File: src/rtl/wb0_master.sv
// Wishbone B4 burst test master: writes NUM_BURSTS 4-beat wrap bursts with dat=adr, then reads them back and
// compares. Outputs are registered; the beat holds until ack. WB0_READ_CHECK_EN enables the read/compare phase.
module wb0_master #(
    parameter logic [31:0] BASE_ADR   = 32'h0000_0000,
    parameter int          NUM_BURSTS = 16
) (
    input  logic        clk,
    input  logic        reset,
    output logic [31:0] adr,
    output logic [1:0]  bte,
    output logic [2:0]  cti,
    output logic        cyc,
    output logic        stb,
    output logic        we,
    output logic [3:0]  sel,
    output logic [31:0] dat,
    input  logic        ack,
    input  logic [31:0] dat_i,
    output logic        done,
    output logic        ok
);

    typedef enum logic [2:0] {IDLE, WR, GAP_WR, RD, GAP_RD, DONE} state_t;

    localparam logic [15:0] LAST_BURST = 16'(NUM_BURSTS - 1);

    state_t      state, state_nxt;
    logic [15:0] burst, burst_nxt;
    logic [1:0]  beat, beat_nxt;
    logic        error, error_nxt;
    logic        beat_acc;

    logic [31:0] adr_nxt, dat_nxt;
    logic [1:0]  bte_nxt;
    logic [2:0]  cti_nxt;
    logic        cyc_nxt, stb_nxt, we_nxt, done_nxt, ok_nxt;
    logic [3:0]  sel_nxt;

    always_comb begin
        state_nxt = state;
        burst_nxt = burst;
        beat_nxt  = beat;
        error_nxt = error;
        beat_acc  = cyc & stb & ack;

        case (state)
            IDLE: begin
                state_nxt = WR;
                burst_nxt = 16'h0;
                beat_nxt  = 2'd0;
            end
            WR: begin
                if (beat_acc) begin
                    if (beat == 2'd3) begin
                        beat_nxt  = 2'd0;
                        state_nxt = GAP_WR;
                    end else begin
                        beat_nxt = beat + 2'd1;
                    end
                end
            end
            GAP_WR: begin
                if (burst == LAST_BURST) begin
                    burst_nxt = 16'h0;
`ifdef WB0_READ_CHECK_EN
                    state_nxt = RD;
`else
                    state_nxt = DONE;
`endif
                end else begin
                    burst_nxt = burst + 16'd1;
                    state_nxt = WR;
                end
            end
            RD: begin
                if (beat_acc) begin
                    // adr is the registered address of the beat being acked
                    if (dat_i != adr) error_nxt = 1'b1;
                    if (beat == 2'd3) begin
                        beat_nxt  = 2'd0;
                        state_nxt = GAP_RD;
                    end else begin
                        beat_nxt = beat + 2'd1;
                    end
                end
            end
            GAP_RD: begin
                if (burst == LAST_BURST) begin
                    state_nxt = DONE;
                end else begin
                    burst_nxt = burst + 16'd1;
                    state_nxt = RD;
                end
            end
            DONE:    state_nxt = DONE;
            default: state_nxt = IDLE;
        endcase

        // Bus outputs are decoded from the next state so they register in step with it.
        adr_nxt  = 32'h0;
        dat_nxt  = 32'h0;
        bte_nxt  = 2'b00;
        cti_nxt  = 3'b000;
        cyc_nxt  = 1'b0;
        stb_nxt  = 1'b0;
        we_nxt   = 1'b0;
        sel_nxt  = 4'h0;
        done_nxt = 1'b0;
        ok_nxt   = 1'b0;

        if (state_nxt == WR || state_nxt == RD) begin
            adr_nxt = BASE_ADR + {12'h0, burst_nxt, 4'h0} + {28'h0, beat_nxt, 2'b00};
            cyc_nxt = 1'b1;
            stb_nxt = 1'b1;
            sel_nxt = 4'hF;
            bte_nxt = 2'b01;
            cti_nxt = (beat_nxt == 2'd3) ? 3'b111 : 3'b010;
            if (state_nxt == WR) begin
                we_nxt  = 1'b1;
                dat_nxt = adr_nxt;
            end
        end

        if (state_nxt == DONE) begin
            done_nxt = 1'b1;
`ifdef WB0_READ_CHECK_EN
            ok_nxt   = ~error_nxt;
`else
            ok_nxt   = 1'b1;
`endif
        end
    end

    always_ff @(posedge clk or negedge reset) begin
        if (!reset) begin
            state <= IDLE;
            burst <= 16'h0;
            beat  <= 2'd0;
            error <= 1'b0;
            adr   <= 32'h0;
            dat   <= 32'h0;
            bte   <= 2'b00;
            cti   <= 3'b000;
            cyc   <= 1'b0;
            stb   <= 1'b0;
            we    <= 1'b0;
            sel   <= 4'h0;
            done  <= 1'b0;
            ok    <= 1'b0;
        end else begin
            state <= state_nxt;
            burst <= burst_nxt;
            beat  <= beat_nxt;
            error <= error_nxt;
            adr   <= adr_nxt;
            dat   <= dat_nxt;
            bte   <= bte_nxt;
            cti   <= cti_nxt;
            cyc   <= cyc_nxt;
            stb   <= stb_nxt;
            we    <= we_nxt;
            sel   <= sel_nxt;
            done  <= done_nxt;
            ok    <= ok_nxt;
        end
    end

endmodule

File: config.mk
export PLATFORM = sky130hd
export DESIGN_NAME = wb0_master
export DESIGN_NICKNAME = d
export VERILOG_FILES = /design/src/rtl/wb0_master.sv
export SDC_FILE = /design/constraint.sdc
export NUM_CORES = 1
export LEC_CHECK = 0
export ABC_AREA = 1
export BUFFER_PORTS_ARGS = -buffer_cell sky130_fd_sc_hd__buf_2
export CAP_MARGIN = 5
export CORE_ASPECT_RATIO = 1.2
export CORE_UTILIZATION = 44
export DETAILED_ROUTE_END_ITERATION = 6
export PLACE_DENSITY_LB_ADDON = 0.25
export REMOVE_ABC_BUFFERS = 1
export SLEW_MARGIN = 0
export SYNTH_ARGS = -nofsm -noshare
export SYNTH_HDL_FRONTEND = slang
export SYNTH_SLANG_ARGS = --single-unit
export TNS_END_PERCENT = 50
File: constraint.sdc
create_clock -name clk -period 2.2 [get_ports clk]
set_clock_uncertainty 0.2 [all_clocks]
set_input_delay 0.22 -clock clk [delete_from_list [all_inputs] [get_ports clk]]
set_output_delay 0.22 -clock clk [all_outputs]
set_load 0.005 [all_outputs]
Word level (Yosys, flattened, before mapping)
Cells that the tools add are included.
- bitwise operators: 1
- reduce and logical (&&, ||, !) cells: 3
- equal/unequal tests: 11
- add/subtract/negate cells: 3
- multiplexer cells: 24
- operators by type and width (cell ; count):
    2-to-1 mux 21 bit ; 3
    one-hot mux 16 bit (3 select lines) ; 1
    2-to-1 mux 16 bit ; 2
    2-to-1 mux 3 bit ; 8
    adder 20 x 4 -> 21 bit ; 1
    one-hot mux 3 bit (6 select lines) ; 1
    adder 16 x 1 -> 16 bit, second input constant ; 1
    == test 16 x 4 -> 1 bit, second input constant ; 1
    == test 3 x 2 -> 1 bit, second input constant ; 3
    == test 3 bit, second input constant ; 3
    == test 3 x 1 -> 1 bit, second input constant ; 2
    2-to-1 mux 1 bit ; 5
    == test 2 bit, second input constant ; 2
    2-to-1 mux 2 bit ; 2
    2-to-1 mux 4 bit ; 1
    one-hot mux 2 bit (2 select lines) ; 1
    zero test 3 bit ; 1
    adder 2 x 1 -> 2 bit, second input constant ; 1
    OR reduction 2 bit ; 1
    AND 1 bit ; 1
    logical OR 1 bit ; 1
- bits in registers: 97
- logic and storage cells: 53

Depth between registers and ports, before layout
Gate-level depths: netlist of run 1.
- word-level depth: 7
- mapped depth: 11
- depth with buffers taken out: 11

Least setup slack after synthesis of run 1
Ideal clock, no wire load.
- kind: reg2reg
- start: reg burst[0]
- end: reg dat[4]
- library setup time: 72 ps
- required time: 1928 ps
- data arrival time: 1811 ps
- stages on the path, launching flop included: 12
- slack: 117 ps
- cells stage by stage: dfrtp_1 > ha_1 > nand2_2 > nor2_4 > inv_2 > nor2_8 > nand2_4 > ha_1 > or2_2 > nand3_1 > nand2_1 > nor2_1
- longest elaborated chain between the ends: 6
- elaborated cells between the ends (all ways): 14
- classes of those cells: add/sub (2); eq/ne (3); mux (8); reduce/logical (1)
- ends and longest elaborated chain (element ; RTL line ; source):
    start: declaration ; 28 ; logic [15:0] burst, burst_nxt;
    start signal: assignment ; 152 ; burst <= burst_nxt;
    adder 16 x 1 -> 16 bit or == test 16 x 4 -> 1 bit (tied branches) ; -- ;
    2-to-1 mux 16 bit, on equally long branches ; 88, 63 ;
    one-hot mux 16 bit (3 select lines) * ; 46 ; case (state)
    via burst_nxt[0] ; 28 ;
    adder 20 x 4 -> 21 bit * ; 112 ; adr_nxt = BASE_ADR + {12'h0, burst_nxt, 4'h0} + {28'h0, beat_nxt, 2'b00};
    2-to-1 mux 21 bit * ; 118 ; if (state_nxt == WR) begin
    2-to-1 mux 21 bit * ; 111 ; if (state_nxt == WR || state_nxt == RD) begin
    via dat_nxt[4] ; 33 ; logic [31:0] adr_nxt, dat_nxt;
    end signal: assignment ; 156 ; dat <= dat_nxt;
    end: declaration ; 16 ; output logic [31:0] dat,
Mark *: on every way through the listed nets, which the timed path passes. The rest lies on a longest branch.

Worst setup path in the final report of run 1
Ends and elaborated chain as after synthesis.

==> run_results.csv, run 1 <==
group,metric,value,unit
run_status,status,"finished clean",
placed_design,place_hpwl,4419,microns
clock_network,h-tree-depth,3,
setup_path,crit_family,"simple AND/OR/NAND/NOR gates",
synth,synth_seq_cells,61,
finish,fillers,634,
pwr,swShare,0.3448,
synth,syn_area,2970,sq um
die,dieArea,7085,sq um
setup_path,startpoint,"burst[0]",
global_routing,grt_pass1_vias,2196,
flow_run,cap_viol_max_count,0,
die,initial_core_util,0.4579,
pwr,seqPwrFrac,0.427,
timing,timing.final.crit_share,0.9575,
pwr,power_frac_comb,0.285,
die,core_area,6486,sq um
pwr,peakVddDrop,0.6288,mV
finish,layout_common_cells,"nand2_1 (80), dfrtp_1 (61), buf_2 (51)",
pwr,internal-power,2.051,mW
finish,layout_commonest_cell,"nand2_1",
finish,final_nets,450,
timing,fmax,474.7,MHz
finish,ff_latch_area,1526,sq um
setup_path,path_class,"reg -> reg",
detailed_routing,drc,0,
setup_path,start_kind,"flop",
clock_network,clk_path_buf_depth,2,
detailed_routing,wirelength,5898,microns
pwr,power_frac_clock,0.288,
die,dieWidth,77.01,microns
setup_path,critical_path.cell_chain,"ha_2 -> nand2_2 -> nor2_4 -> inv_2 -> nor2_8 -> nand2_4 -> ha_4 -> or2_2 -> nand3_2 -> nand2_1 -> nor2_1",
finish,multi_input_area,1115,sq um
timing,setup_viol,0,
pwr,p_leak,1.966,nW
clock_network,cts_buffers,9,
synth,synth_cell_types,30,
timing,fin_setup_tns,0,ns
clock_network,cts_tree,"done",
global_routing,grt-ovfl-total,0,
pwr,power_density,901.5,nW/um^2
detailed_routing,vias_per_cell,4.617,
setup_path,cp.required,2.27,ns
setup_path,path_buf_inv,1,
timing,fin_crit,2.107,ns
detailed_routing,detail-route-antenna-nets,0,
worst_hold_path,min_path_type,"in -> async",
placed_design,dp.cells,484,
die,ios,113,
detailed_routing,num_vias,2313,
detailed_routing,drt-initial-drc-count,174,
clock_network,clk_latency,0.34,ns
clock_network,clkSinkCount,61,
setup_path,cp_slowest_cell,"dfrtp_1",
finish,area_delta_synth_final,16.89,%
synth,yosysWarnings,0,
finish,drive_gt1_frac,0.2524,
finish,num_antenna_cells,0,
timing,drv_slew,0,
placed_design,io_buffers,51,
finish,stdcell_count,501,
setup_path,slowest_delay,0.41,ns
timing,rsz0062_at_grt,"no",
die,placementRows,32,
placed_design,gp_congestion,0.8827,
pwr,p_switching,1.079,mW
clock_network,clockRootBuffer,"clkbuf_8",
setup_path,timing.rr.start,"burst[0]",
timing,fin_ws,0.09347,ns
die,die_h,92.01,microns
detailed_routing,routedWlPerCell,11.77,microns
finish,fin_util,0.5353,
setup_path,arrival,2.18,ns
timing,finalHoldViolCount,0,
global_routing,grt_antenna_before_repair,0,
placed_design,place_ws,0.09090,ns
synth,synthCells,345,
setup_path,worst_setup_path_end_kind,"flop",
synth,postSynthAreaPerCell,8.610,sq um
detailed_routing,drt-pass1-iter-count,4,
global_routing,grt_max_degree,27,
global_routing,grt_use_total,0.1821,
setup_path,critPathMaxFanout,4,
synth,synth_seq_area_share,0.5139,
global_routing,grt_pass1_wl,9763,microns
clock_network,clkTransAtPathRegs,0.06,ns
worst paths after layout:
check                      slack (ns)  cells after the start       end
max reg2reg                      0.09                     11    dat[4]
min reg2reg                      0.37                      2  burst[1]
min in group clk                 0.19                      4  state[0]
min                              0.14                      2   dat[17]
max in group asynchronous        1.00                      3  burst[4]
max                              0.09                     11    dat[4]
state kept, by name (all words and copies together), names as in the netlist, 2 cells and up:
signal and count:
beat 2, adr 18, state 3, dat 18, burst 16
cell usage after synthesis (all sizes together):
| master | instances | area share |
|---|---|---|
| o21a | 1 | 0.0025 |
| nor3 | 2 | 0.0034 |
| dfrtp | 61 | 0.51 |
| nor2 | 52 | 0.078 |
| conb | 1 | 0.0013 |
| buf | 41 | 0.10 |
| inv | 41 | 0.052 |
| xor2 | 1 | 0.0029 |
| nand2 | 85 | 0.11 |
| ha | 3 | 0.013 |
| nand4 | 6 | 0.013 |
| o21ai | 10 | 0.018 |
| o211ai | 1 | 0.0025 |
| o21bai | 4 | 0.010 |
| a21boi | 1 | 0.0025 |
| a21oi | 7 | 0.013 |
| o22ai | 2 | 0.0042 |
| nand3 | 25 | 0.052 |
| or2 | 1 | 0.0021 |
power by group through the flow:
stage	Combinational (mW)	Clock, mW	Sequential, mW
6_report	0.894	0.901	1.34
5_1_grt	1.01	0.965	1.35
4_1_cts	0.898	0.923	1.33
3_5_place_dp	0.893	0	1.35
3_3_place_gp	0.867	0	1.35
2_1_floorplan	0.482	0	1.37
timing repair:
item,CTS,global route
resized for setup,0,3
hold buffers,1,0
hold endpoints to repair,17,0
buffers inserted,0,1
endpoints found under the setup margin,0,1
metal layers:
metal,global-route usage,vias to the layer above,share of wire
li1,-,1141,-
met1,0.2049,1091,0.42
met5,0,-,0
met4,0.08648,0,0.020
met3,0.05473,9,0.052
met2,0.3140,72,0.50
logic make-up (layout without fill, tap and decap cells):
| group | Yosys count | after routing | synth area share |
|---|---|---|---|
| AND/OR/NAND/NOR | 171 | 171 | 0.2633 |
| buffers and inverters | 82 | 125 | 0.1529 |
| flip-flops | 61 | 61 | 0.5139 |
| AO/OA/AOI/OAI | 26 | 26 | 0.05308 |
| adder cells (fa/ha/maj) | 3 | 3 | 0.01264 |
| other | 1 | 29 | 0.001262 |
| XOR/XNOR | 1 | 1 | 0.002949 |
area by class of cell:
class | count | area share
Clock buffer | 14 | 0.04973
Clock inverter | 1 | 0.001441
Inverter | 41 | 0.04432
Multi-Input combinational cell | 230 | 0.3211
Sequential cell | 61 | 0.4396
Tap cell | 85 | 0.03063
Timing Repair Buffer | 69 | 0.1132
per-stage QoR:
| step | power [mW] | hold slack [ns] | instance area, sq um |
|---|---|---|---|
| 6_report | 3.130 | 0.1394 | 3472 |
| 5_1_grt | 3.327 | 0.1939 | 3472 |
| 4_1_cts | 3.156 | 0.1370 | 3445 |
| 3_5_place_dp | 2.247 | -0.03244 | 3257 |
| 3_3_place_gp | 2.219 | -0.03754 | 3257 |
| 2_1_floorplan | 1.855 | -0.2756 | 2775 |
Power figures use the tool's default switching activity.
==> inputs of run 2 (changes only) <==
SETUP_SLACK_MARGIN = 0.1   (was default)
==> run 2 against run 1 <==
- sequential share of layout area down 0.58 points
- sequential power hardly changed
- via count increased by 0.82%
- total power increased by 2.0%
- utilization up 0.71 points
- routed wire length rose by 1.1%
- die area is the same
- combinational power rose by 7.7%
- worst hold slack improved by 0.00063 ns
- first-iteration DRC count is 0.57% lower
- fmax increased by 4.7%
- critical path depth did not move
- critical path type unchanged
- largest power group unchanged
==> run_results.csv, run 2 (same netlist as run 1, synthesis figures left out) <==
group,metric,value,unit
finish,design_area,3518,sq um
detailed_routing,vias_per_cell,4.609,
setup_path,arrival,2.08,ns
global_routing,grt_pass1_vias,2199,
finish,area_delta_synth_final,18.45,%
global_routing,grt_max_degree,27,
setup_path,critPathMaxFanout,2,
setup_path,cp.required,2.27,ns
die,dieArea,7085,sq um
global_routing,grt_use_total,0.1834,
run_status,status,"finished clean",
pwr,power_density,907.1,nW/um^2
clock_network,cts_buffers,9,
die,initial_core_util,0.4579,
detailed_routing,detail-route-antenna-nets,0,
detailed_routing,num_vias,2332,
finish,drive_gt1_frac,0.2637,
timing,timing.final.crit_share,0.9147,
clock_network,cts_tree,"done",
clock_network,clk_path_buf_depth,2,
setup_path,start_kind,"flop",
setup_path,r2r_slack,0.19,ns
pwr,peakVddDrop,0.6404,mV
timing,fin_setup_tns,0,ns
clock_network,clkSinkCount,61,
finish,layout_common_cells,"nand2_1 (79), dfrtp_1 (61), buf_2 (51)",
detailed_routing,drt-initial-drc-count,173,
placed_design,gp_congestion,0.8827,
timing,rsz0062_at_grt,"no",
flow_run,cap_viol_max_count,0,
pwr,p_leak,1.997,nW
timing,fin_crit,2.012,ns
worst_hold_path,min_path_type,"in -> async",
clock_network,h-tree-depth,3,
finish,fillers,633,
clock_network,clockRootBuffer,"clkbuf_8",
placed_design,io_buffers,51,
finish,top_regs,"adr x18, dat x18, burst x16",
timing,setup_viol,0,
placed_design,place_hpwl,4419,microns
clock_network,clkTransAtPathRegs,0.06,ns
detailed_routing,routedWlPerCell,11.79,microns
die,placementRows,32,
finish,final_nets,455,
die,dieWidth,77.01,microns
die,ios,113,
setup_path,path_class,"reg -> reg",
die,die_h,92.01,microns
timing,drv_slew,0,
setup_path,worst_setup_path_end_kind,"flop",
timing,finalHoldViolCount,0,
global_routing,grt_antenna_before_repair,0,
clock_network,clk_latency,0.34,ns
setup_path,rr_endpoint,"dat[4]",
global_routing,grt-ovfl-total,0,
finish,layout_commonest_cell,"nand2_1",
die,core_area,6486,sq um
finish,num_antenna_cells,0,
setup_path,timing.rr.start,"burst[0]",
global_routing,grt_pass1_wl,9811,microns
detailed_routing,drt-pass1-iter-count,5,
timing,fmax,496.9,MHz
detailed_routing,wirelength,5964,microns
setup_path,ff2ff_path_depth,11,
placed_design,place_area,3257,sq um
detailed_routing,drc,0,
==> run 2: how the worst max path moves through the flow <==
stage              from  depth (start not counted)      to  slack, ns
2_1_floorplan  burst[0]                         11  dat[4]       0.12
3_3_place_gp   burst[0]                         11  dat[4]       0.14
3_5_place_dp   burst[0]                         11  dat[4]       0.09
4_1_cts        burst[0]                         11  dat[4]       0.11
5_1_grt        burst[0]                         11  dat[3]       0.10
6_report       burst[0]                         11  dat[4]       0.19
==> run 2: power breakdown <==
group	internal, mW	leakage [nW]	switching [mW]
clock network	0.494	0.0926	0.403
registers	1.25	0.829	0.0823
logic	0.355	1.07	0.608
total	2.10	2.00	1.09
==> run 2: timing repair <==
| item | 4_1_cts | 5_1_grt |
|---|---|---|
| endpoints found under the setup margin | 1 | 6 |
| resized for setup | 0 | 6 |
| hold endpoints to repair | 17 | 0 |
| setup buffers | 1 | 5 |
| pin swaps | 0 | 6 |
| hold buffers | 1 | 0 |
==> run 2: layout make-up <==
type | instances | area [sq um] | area share
Multi-Input combinational cell | 230 | 1120 | 0.3183
Timing Repair Buffer | 74 | 434.2 | 0.1234
Tap cell | 85 | 106.4 | 0.03023
Sequential cell | 61 | 1526 | 0.4339
Inverter | 41 | 153.9 | 0.04374
Clock inverter | 1 | 5.005 | 0.001422
Clock buffer | 14 | 172.7 | 0.04908
==> run 2: critical path, stage by stage, from the launching register on <==
cell	delay, ns
dfrtp_1	0.38
ha_2	0.21
nand2_2	0.08
nor2_4	0.14
inv_2	0.07
nor2_8	0.12
nand2_4	0.07
ha_4	0.21
or2_4	0.24
nand3_2	0.07
nand2_2	0.06
nor2_1	0.10
==> run 2: through the flow <==
| stage | total power, mW | hold slack (ns) | util | std cells | worst slack [ns] |
|---|---|---|---|---|---|
| after CTS | 3.168 | 0.1370 | 0.5322 | 501 | 0.1125 |
| final | 3.192 | 0.1400 | 0.5424 | 506 | 0.1876 |
| after floorplan | 1.855 | -0.2756 | - | 332 | 0.1164 |
| after global routing | 3.391 | 0.1939 | 0.5424 | 506 | 0.1016 |
| after global placement | 2.219 | -0.03754 | 0.5021 | 484 | 0.1396 |
| after detailed placement | 2.247 | -0.03244 | 0.5021 | 484 | 0.09090 |
==> run 2: routing by layer <==
metal  GRT usage  routed length (microns)  share of wire  up-vias
met5           0                        0              0        -
met4     0.08648                      114          0.019        0
met3     0.05473                      321          0.054       11
met2      0.3162                     2998           0.50       74
met1      0.2069                     2530           0.42     1095
li1            -                        -              -     1152
==> inputs of run 3 (changes only) <==
GPL_TIMING_DRIVEN = 0   (was default)
==> run 3 against run 2 <==
- die area unchanged
- sequential cell count unchanged
- total power about the same
- highest routed layer unchanged
==> run_results.csv, run 3 (same netlist as run 1, synthesis figures left out) <==
group,metric,value,unit
setup_path,start_kind,"flop",
setup_path,cp_slowest_cell,"dfrtp_2",
flow_run,cap_viol_max_count,0,
worst_hold_path,min_path_type,"in -> reg",
die,ios,113,
detailed_routing,num_vias,2285,
setup_path,path_class,"reg -> reg",
setup_path,path_buf_inv,1,
timing,slew_headroom,0.5068,
pwr,power_density,923.0,nW/um^2
setup_path,arrival,2.16,ns
detailed_routing,detail-route-antenna-nets,0,
timing,fin_crit,2.093,ns
timing,setup_viol,0,
run_status,status,"finished clean",
finish,area_delta_synth_final,16.30,%
finish,ff_latch_area,1528,sq um
finish,final_nets,447,
detailed_routing,drt-initial-drc-count,149,
setup_path,timing.rr.start,"burst[0]",
finish,multi_input_area,1122,sq um
global_routing,gr-max-usage-layer,"met2",
clock_network,clk_path_buf_depth,2,
clock_network,clkTransAtPathRegs,0.06,ns
clock_network,clockRootBuffer,"clkbuf_8",
setup_path,worst_setup_path_end_kind,"flop",
finish,num_antenna_cells,0,
timing,drv_slew,0,
die,dieArea,7085,sq um
setup_path,r2r_slack,0.11,ns
clock_network,cts_tree,"done",
worst_hold_path,worstHoldStart,"ack",
detailed_routing,vias_per_cell,4.579,
setup_path,crit_family,"simple AND/OR/NAND/NOR gates",
die,initial_core_util,0.4579,
die,dieWidth,77.01,microns
setup_path,critical_path.cell_chain,"ha_4 -> nand2_2 -> nor2_4 -> inv_2 -> nor2_8 -> nand2_4 -> ha_1 -> or2_2 -> nand3_1 -> nand2_1 -> nor2_1",
worst_hold_path,min_to,"state[1]",
setup_path,cp.required,2.27,ns
setup_path,slowest_delay,0.41,ns
setup_path,rr_endpoint,"dat[4]",
global_routing,grt_pass1_vias,2140,
finish,layout_commonest_cell,"nand2_1",
detailed_routing,drc,0,
global_routing,met3_usage,0.04080,
die,die_h,92.01,microns
finish,fillers,638,
placed_design,place_hpwl,3959,microns
global_routing,use_met2,0.3110,
clock_network,cts_buffers,9,
detailed_routing,routedWlPerCell,11.57,microns
global_routing,grt_pass1_wl,9611,microns
global_routing,grt-ovfl-total,0,
placed_design,io_buffers,51,
timing,fin_setup_tns,0,ns
timing,fmax,477.8,MHz
clock_network,h-tree-depth,3,
global_routing,grt_max_degree,62,
pwr,peakVddDrop,0.6244,mV
clock_network,clkSinkCount,61,
pwr,p_leak,1.946,nW
setup_path,critPathMaxFanout,4,
global_routing,grt_antenna_before_repair,0,
timing,finalHoldViolCount,0,
detailed_routing,wirelength,5775,microns
global_routing,grt.met1_usage,0.2001,
timing,rsz0062_at_grt,"yes",
finish,layout_common_cells,"nand2_1 (78), dfrtp_1 (60), buf_2 (50)",
global_routing,grt_use_total,0.1794,
detailed_routing,drt-pass1-iter-count,4,
finish,top_regs,"adr x18, dat x18, burst x16",
setup_path,ff2ff_path_depth,11,
timing,worstMarginPinSlew,0.7398,ns
timing,timing.final.crit_share,0.9514,
finish,fin_util,0.5326,
clock_network,clk_latency,0.34,ns
die,placementRows,32,
die,core_area,6486,sq um
worst_hold_path,whs_path_depth,4,
finish,drive_gt1_frac,0.2464,
placed_design,gp_congestion,0.8548,
[run 3: worst max path at each step]
stage	startpoint	endpoint	depth (start not counted)
after floorplan	burst[0]	dat[4]	11
after global routing	burst[0]	dat[4]	11
after global placement	burst[0]	dat[4]	11
after detailed placement	burst[0]	dat[4]	11
final	burst[0]	dat[4]	11
after CTS	burst[0]	dat[4]	11
[run 3: power breakdown]
part,total [mW],internal [mW],leakage (nW),switching (mW)
clock,0.872,0.470,0.0877,0.402
sequential,1.34,1.25,0.828,0.0903
combinational,0.975,0.371,1.03,0.604
total,3.19,2.09,1.95,1.10
[run 3: area by class of cell]
type                            instances  area share
Clock buffer                           15     0.04817
Clock inverter                          1    0.001449
Inverter                               41     0.04455
Multi-Input combinational cell        230      0.3249
Sequential cell                        61      0.4422
Tap cell                               85     0.03079
Timing Repair Buffer                   66      0.1079
[run 3: metal layers]
metal | vias to the layer above | share of wire
met5 | - | 0
met4 | 0 | 0.028
met3 | 15 | 0.055
met2 | 74 | 0.52
met1 | 1060 | 0.40
li1 | 1136 | -
[run 3: what timing repair did]
| action | 4_1_cts | 5_1_grt |
|---|---|---|
| pin swaps | 2 | 4 |
| resized for setup | 4 | 3 |
| hold endpoints to repair | 0 | 61 |
| gates cloned | 0 | 0 |
| setup buffers | 4 | 10 |
| setup endpoints to repair | 24 | 23 |
| hold buffers | 0 | 1 |
[run 3: per-stage QoR]
step                      cells  power [mW]  area (sq um)  hold slack (ns)  setup WS [ns]
after floorplan             332       1.855          2775          -0.2756         0.1164
after global placement      468       2.178          3137           0.3435        -0.1032
after detailed placement    468       2.204          3137           0.3488        -0.1387
after CTS                   488       3.108          3354         0.005690         0.1031
after global routing        499       3.386          3455           0.2164       0.006817
final                       499       3.189          3455           0.1718         0.1069
[run 3: worst reg2reg max path, stage by stage, from the launching register on]
cell and delay, ns:
dfrtp_2 0.41, ha_4 0.15, nand2_2 0.08, nor2_4 0.12, inv_2 0.07, nor2_8 0.12
nand2_4 0.06, ha_1 0.26, or2_2 0.29, nand3_1 0.11, nand2_1 0.08, nor2_1 0.09
